`src/rtl/dev_pwr_pkg.sv`:
```
`default_nettype none
// ============================================================================
// Module      : dev_pwr_pkg
// Description : Shared types and constants for the device-5 power sink:
//               power-state encoding, the sleepy device id and field widths.
// Revision    : 1.0 - initial release
// ============================================================================
package dev_pwr_pkg;

    typedef enum logic [1:0] {
        PWR_SLEEP  = 2'd0,
        PWR_WAKING = 2'd1,
        PWR_AWAKE  = 2'd2
    } pwr_state_e;

    localparam logic [2:0] DEV_ID_SLEEPY = 3'h5;

    localparam int DEV_ID_W   = 3;
    localparam int REG_ADDR_W = 16;
    localparam int REQ_ADDR_W = DEV_ID_W + REG_ADDR_W;
    localparam int DATA_W     = 16;
    localparam int TIMER_W    = 10;

endpackage
`default_nettype wire

```
`src/rtl/pwr_timer.sv`:
```
`default_nettype none
// ============================================================================
// Module      : pwr_timer
// Description : Down-counter with synchronous load, decrement that stops at
//               zero, and a zero flag. Times both wake latency and idle sleep.
// Revision    : 1.0 - initial release
// ============================================================================
module pwr_timer
    import dev_pwr_pkg::*;
(
    input  logic               clk,
    input  logic               reset_n,
    input  logic               load_i,
    input  logic [TIMER_W-1:0] load_val_i,
    input  logic               dec_i,
    output logic               zero_o
);

    logic [TIMER_W-1:0] count_q;

    // Load has priority over decrement; the count never wraps below zero.
    always_ff @(posedge clk or negedge reset_n) begin
        if (!reset_n) begin
            count_q <= '0;
        end else if (load_i) begin
            count_q <= load_val_i;
        end else if (dec_i && (count_q != '0)) begin
            count_q <= count_q - 1'b1;
        end
    end

    assign zero_o = (count_q == '0);

endmodule
`default_nettype wire

```
`src/rtl/dev_pwr_sink.sv`:
```
`default_nettype none
// ============================================================================
// Module      : dev_pwr_sink
// Description : Request sink feeding a register-file write port. Device 5 is
//               power-managed (SLEEP/WAKING/AWAKE); its requests are held off
//               while not awake and counted as stalls. Other devices always
//               pass straight through.
// Revision    : 1.0 - initial release
// ============================================================================
module dev_pwr_sink
    import dev_pwr_pkg::*;
#(
    parameter int IDLE_TIMEOUT = 64,
    parameter int WAKE_LAT     = 4
)(
    input  logic                  clk,
    input  logic                  reset_n,
    input  logic                  req_valid_i,
    input  logic [REQ_ADDR_W-1:0] req_addr_i,
    input  logic [DATA_W-1:0]     req_data_i,
    output logic                  req_ready_o,
    output logic                  opmode_o,
    input  logic                  sleep_req_i,
    input  logic                  wake_i,
    output logic                  wr_en_o,
    output logic [DEV_ID_W-1:0]   wr_dev_o,
    output logic [REG_ADDR_W-1:0] wr_addr_o,
    output logic [DATA_W-1:0]     wr_data_o,
    output logic [7:0]            stall_cnt_o
);

    localparam logic [TIMER_W-1:0] WAKE_RELOAD = TIMER_W'(WAKE_LAT - 1);
    localparam logic [TIMER_W-1:0] IDLE_RELOAD = TIMER_W'(IDLE_TIMEOUT - 1);

    pwr_state_e             state_q;
    logic                   opmode_q;
    logic                   wr_en_q;
    logic [DEV_ID_W-1:0]    wr_dev_q;
    logic [REG_ADDR_W-1:0]  wr_addr_q;
    logic [DATA_W-1:0]      wr_data_q;
    logic [7:0]             stall_cnt_q;

    logic                   req_sleepy;
    logic                   xfer;
    logic                   xfer_sleepy;
    logic                   sleep_cmd;
    logic                   wake_cmd;
    logic                   tmr_load;
    logic [TIMER_W-1:0]     tmr_load_val;
    logic                   tmr_dec;
    logic                   tmr_zero;

    // Simultaneous sleep and wake cancel each other in every state.
    assign sleep_cmd   = sleep_req_i & ~wake_i;
    assign wake_cmd    = wake_i & ~sleep_req_i;

    // Ready depends only on state and address so the upstream stage can
    // present a request without a combinational loop through valid.
    assign req_sleepy  = (req_addr_i[DEV_ID_W-1:0] == DEV_ID_SLEEPY);
    assign req_ready_o = ~req_sleepy | (state_q == PWR_AWAKE);
    assign xfer        = req_valid_i & req_ready_o;
    assign xfer_sleepy = xfer & req_sleepy;

    // Timer control: wake latency while WAKING, idle countdown while AWAKE.
    always_comb begin
        tmr_load     = 1'b0;
        tmr_load_val = '0;
        tmr_dec      = 1'b0;
        case (state_q)
            PWR_SLEEP: begin
                if (wake_cmd) begin
                    tmr_load     = 1'b1;
                    tmr_load_val = WAKE_RELOAD;
                end
            end
            PWR_WAKING: begin
                if (tmr_zero) begin
                    tmr_load     = 1'b1;
                    tmr_load_val = IDLE_RELOAD;
                end else begin
                    tmr_dec = 1'b1;
                end
            end
            PWR_AWAKE: begin
                if (xfer_sleepy || wake_cmd) begin
                    tmr_load     = 1'b1;
                    tmr_load_val = IDLE_RELOAD;
                end else if (sleep_cmd) begin
                    tmr_load     = 1'b1;
                    tmr_load_val = '0;
                end else begin
                    tmr_dec = 1'b1;
                end
            end
            default: begin
                tmr_load     = 1'b1;
                tmr_load_val = '0;
            end
        endcase
    end

    pwr_timer u_timer (
        .clk        (clk),
        .reset_n    (reset_n),
        .load_i     (tmr_load),
        .load_val_i (tmr_load_val),
        .dec_i      (tmr_dec),
        .zero_o     (tmr_zero)
    );

    // Power FSM; opmode is registered alongside the state it reflects.
    always_ff @(posedge clk or negedge reset_n) begin
        if (!reset_n) begin
            state_q  <= PWR_SLEEP;
            opmode_q <= 1'b0;
        end else begin
            case (state_q)
                PWR_SLEEP: begin
                    if (wake_cmd) begin
                        state_q <= PWR_WAKING;
                    end
                end
                PWR_WAKING: begin
                    if (tmr_zero) begin
                        state_q  <= PWR_AWAKE;
                        opmode_q <= 1'b1;
                    end
                end
                PWR_AWAKE: begin
                    // A device-5 transfer or a wake keeps the device up and
                    // overrides both an explicit sleep and the idle timeout.
                    if (!(xfer_sleepy || wake_cmd) && (sleep_cmd || tmr_zero)) begin
                        state_q  <= PWR_SLEEP;
                        opmode_q <= 1'b0;
                    end
                end
                default: begin
                    state_q  <= PWR_SLEEP;
                    opmode_q <= 1'b0;
                end
            endcase
        end
    end

    // Registered write port: one-cycle pulse per transfer, fields hold.
    always_ff @(posedge clk or negedge reset_n) begin
        if (!reset_n) begin
            wr_en_q   <= 1'b0;
            wr_dev_q  <= '0;
            wr_addr_q <= '0;
            wr_data_q <= '0;
        end else begin
            wr_en_q <= xfer;
            if (xfer) begin
                wr_dev_q  <= req_addr_i[DEV_ID_W-1:0];
                wr_addr_q <= req_addr_i[REQ_ADDR_W-1:DEV_ID_W];
                wr_data_q <= req_data_i;
            end
        end
    end

    // Saturating count of cycles a valid device-5 request was held off.
    always_ff @(posedge clk or negedge reset_n) begin
        if (!reset_n) begin
            stall_cnt_q <= '0;
        end else if (req_valid_i && req_sleepy && !req_ready_o && (stall_cnt_q != 8'hFF)) begin
            stall_cnt_q <= stall_cnt_q + 8'd1;
        end
    end

    assign opmode_o    = opmode_q;
    assign wr_en_o     = wr_en_q;
    assign wr_dev_o    = wr_dev_q;
    assign wr_addr_o   = wr_addr_q;
    assign wr_data_o   = wr_data_q;
    assign stall_cnt_o = stall_cnt_q;

endmodule
`default_nettype wire

```
`config.mk`:
```
export PLATFORM = sky130hd
export DESIGN_NAME = dev_pwr_sink
export DESIGN_NICKNAME = d
export VERILOG_FILES = /design/src/rtl/dev_pwr_pkg.sv /design/src/rtl/pwr_timer.sv /design/src/rtl/dev_pwr_sink.sv
export SDC_FILE = /design/constraint.sdc
export NUM_CORES = 1
export LEC_CHECK = 0
export CORE_MARGIN = 2
export CORE_UTILIZATION = 30
export DETAILED_ROUTE_END_ITERATION = 10
export GPL_ROUTABILITY_DRIVEN = 1
export HOLD_SLACK_MARGIN = 0.02
export PLACE_DENSITY_LB_ADDON = 0.05
export SYNTH_ARGS = -nofsm -noshare
export SYNTH_HDL_FRONTEND = slang
export SYNTH_SLANG_ARGS = --single-unit
```
`constraint.sdc`:
```
create_clock -name clk -period 5.1 [get_ports clk]
set_clock_uncertainty 0.2 [all_clocks]
set_input_delay 0.51 -clock clk [delete_from_list [all_inputs] [get_ports clk]]
set_output_delay 0.51 -clock clk [all_outputs]
set_load 0.01 [all_outputs]
```
==> impl_results.md <==
- Root Buffer: clkbuf_8
- Post-Place Cell Area: 3600 µm²
- Switching pwr: 563 µW
- TritonCTS clock tree: yes
- Detailed Route WL: 6360 µm
- Critical path depth in cells: 5
- Worst slew margin: 51.6%
- Cts hold-fix bufs: 0
- Area Overhead vs Synth: 43.5%
- Critical Path Start Type: register
- Netlist Area Pre-Place: 2650 µm²
- Top_reg_cell synth: dfrtp_1
- PwrDens: 427 nW/µm²
- Initial antenna violation count: 0
- Setup Fix Bufs, Post-CTS: 0
- Worst setup path startpoint: state_q[0]
- CTS H-tree depth: 3
- Register area share after synthesis: 53.9%
- Number of diodes: 0
- Worst path required time: 4390 ps
- Internal: 1.06 mW
- Global-route usage over all layers: 13.9%
- Flop2flop setup slack: 2490 ps
- Wire per inst: 13.4 µm
- IO buf count: 85
- Routed vias/inst: 4.42
- Final hold vios: 0
- Final core utilization: 44.0%
- FFs w/ async S/R, synth: 100%
- Synth Net Count: 318
- Fin crit period: 2680 ps
- Finished Cell Area: 3800 µm²
- Share of the synthesized area in the top cell type: 53.9%
- Peak VDD IR: 0.160 mV
- Starting Density: 30.6%
- Via count: 2096
- Worst setup path end: req_ready_o
- Synth Area per Inst: 9.76 µm²
- Latest clock arrival within the worst-skew pair: 330 ps
- FMAX: 0.374 GHz
- Reg power frac: 38.2%
- Core area: 8640 µm²
- Share of layout cells above drive strength 1: 9.29%
- Max incr delay on CP: 540 ps
- Power share of the combinational group: 35.9%
- Cells after Synth: 271
- Slowest CP cell: clkdlybuf4s50_1
- Synth area leader: dfrtp_1
- Setup_tns: 0 ps
- Ys Warns: 0
- Die area: 9590 µm²
- First-pass GRT wire length: 10700 µm
- I/O Pins: 86
- DRT Pass-1 Iters: 4
- Crit-path leading delay family: buffers and inverters
- Drt initial violations: 75
- Critical path endpoint category: output pin
- Commonest non-fill, non-tap cells in the layout: nand2_1, clkdlybuf4s50_1, dfrtp_1
- Row cnt: 34
- Distinct cells, synth: 43
- Die X: 97.9 µm
- Clock slew at reported path FFs: 70 ps
- Final WS setup: 2420 ps
- CP bufs+invs: 3
- GPL Wtd Cong: 0.745
- Most common library cell in the layout ignoring fill and taps: nand2_1
- Number of global-route vias before repair: 2177
- Least-Margin Pin Slew: 727 ps
- Run status: finished clean
- Worst-path cell chain: inv_1 -> ha_1 -> and4bb_1 -> inv_2 -> clkdlybuf4s50_1
- Setup CP Type: register to output pin
- Max Cap Viol: 0
- Post-layout net count: 408
- Critical path arrival: 1970 ps
- Period utilization: 52.5%
- Top cells by area, synth: dfrtp_1, nand2_1, xnor2_1
- CP max FO: 6
- Unrepaired setup endpoints after global routing: false
- Worst Hold Class: primary input to async pin
- Pin count of the biggest net entering global routing: 58
- Number of synthesized flops with an enable pin: 0
- Post-route DRC: 0
- Final setup vio count: 0
- Register bit total from synthesis: 57
- Congestion Overflow GR: 0
- Net Sw Frac: 34.7%
- Pre-CTS setup slack: 2220 ps
- Total CTS buffers: 9
- Die H: 97.9 µm
- Clock buffer depth: 2
- Worst r2r dst: wr_dev_o[0]
- Pwr Total: 1.62 mW
- FF-to-FF path depth: 8
- CTS Sinks: 57
- Detailed Place HPWL: 4570 µm
- Post-DRT Antenna Nets: 0
- Max Slew Vio Count: 0
- Clock Power Share: 25.8%
- Reg2Reg Launch Point: state_q[0]
- Lkg Pwr: 1.73 nW
- Resize count post-CTS: 0
[layer usage]
metal | track usage, % | routed length, µm
met5 | 0 | 0
met4 | 6.41 | 113
met3 | 3.29 | 259
met2 | 21.7 | 2990
met1 | 18.3 | 2990
[Yosys cell counts (2+ instances only)]
master	instances
inv_1	6
nor2b_1	3
nor4_1	2
xor2_1	3
nor3_1	2
or2_1	2
mux2_2	2
nor4b_2	3
nand4_1	4
o22a_1	2
nor2_1	9
and3_1	2
nand2b_1	3
a2bb2oi_1	2
clkbuf_1	4
xnor2_1	11
ha_1	7
mux2_1	2
dfrtp_1	57
o21ai_1	5
nand3b_1	2
buf_2	3
nand3_1	3
nand2_1	106
a21oi_1	5
nor4_2	3
inv_2	2
[power groups by stage]
| stage | clock [mW] | sequential, mW | combinational, mW |
|---|---|---|---|
| 2_1_floorplan | 0 | 0.641 | 0.350 |
| 3_3_place_gp | 0 | 0.628 | 0.590 |
| 3_5_place_dp | 0 | 0.628 | 0.593 |
| 4_1_cts | 0.435 | 0.621 | 0.594 |
| 5_1_grt | 0.456 | 0.635 | 0.654 |
| 6_report | 0.419 | 0.620 | 0.583 |
[how the worst min path moves through the flow]
stage / end / cells after the start
after floorplan: opmode_o / 0
final: wr_addr_o[2] / 2
after global routing: wr_addr_o[2] / 2
after global placement: wr_addr_o[15] / 2
after CTS: wr_addr_o[2] / 2
after detailed placement: wr_data_o[12] / 2
[stage by stage]
| step | std cells | hold slack [ps] |
|---|---|---|
| floorplan | 271 | 14.4 |
| global placement | 458 | 257 |
| detailed placement | 458 | 261 |
| CTS | 474 | 145 |
| global route | 474 | 180 |
| finish | 474 | 111 |
[worst reg2reg max path: cells and delay by family, from the launching register on]
kind	cells	cell delay (ps)
fa+ha+maj	1	300
buf+inv	4	900
flops	1	400
mux	1	420
simple gates	2	290
[cells by family after synthesis]
family	count (synthesis)	share of synthesized area [%]
xor gates and xnor gates	14	4.63
buffers and inverters	16	2.69
DFF	57	53.9
AOI/OAI and AO/OA	22	6.48
adders and majority gates	7	3.31
and+or+nand+nor	151	27.3
muxes	4	1.70
[flip-flops by register name, summed over array words and instances, names as in the netlist]
| signal | cells |
|---|---|
| opmode_o | 1 |
| stall_cnt_o | 8 |
| state_q | 2 |
| u_timer.count_q | 10 |
| wr_addr_o | 16 |
| wr_data_o | 16 |
| wr_dev_o | 3 |
| wr_en_o | 1 |
[final cells by class]
cell class | instances | area, µm²
Clock inverter | 5 | 55.1
Clock buffer | 11 | 141
Inverter | 8 | 30.0
Timing Repair Buffer | 87 | 861
Tap cell | 108 | 135
Multi-Input combinational cell | 198 | 1150
Sequential cell | 57 | 1430
Fill cell | 847 | 4840
Note: power is estimated with default switching activity, not from simulation.
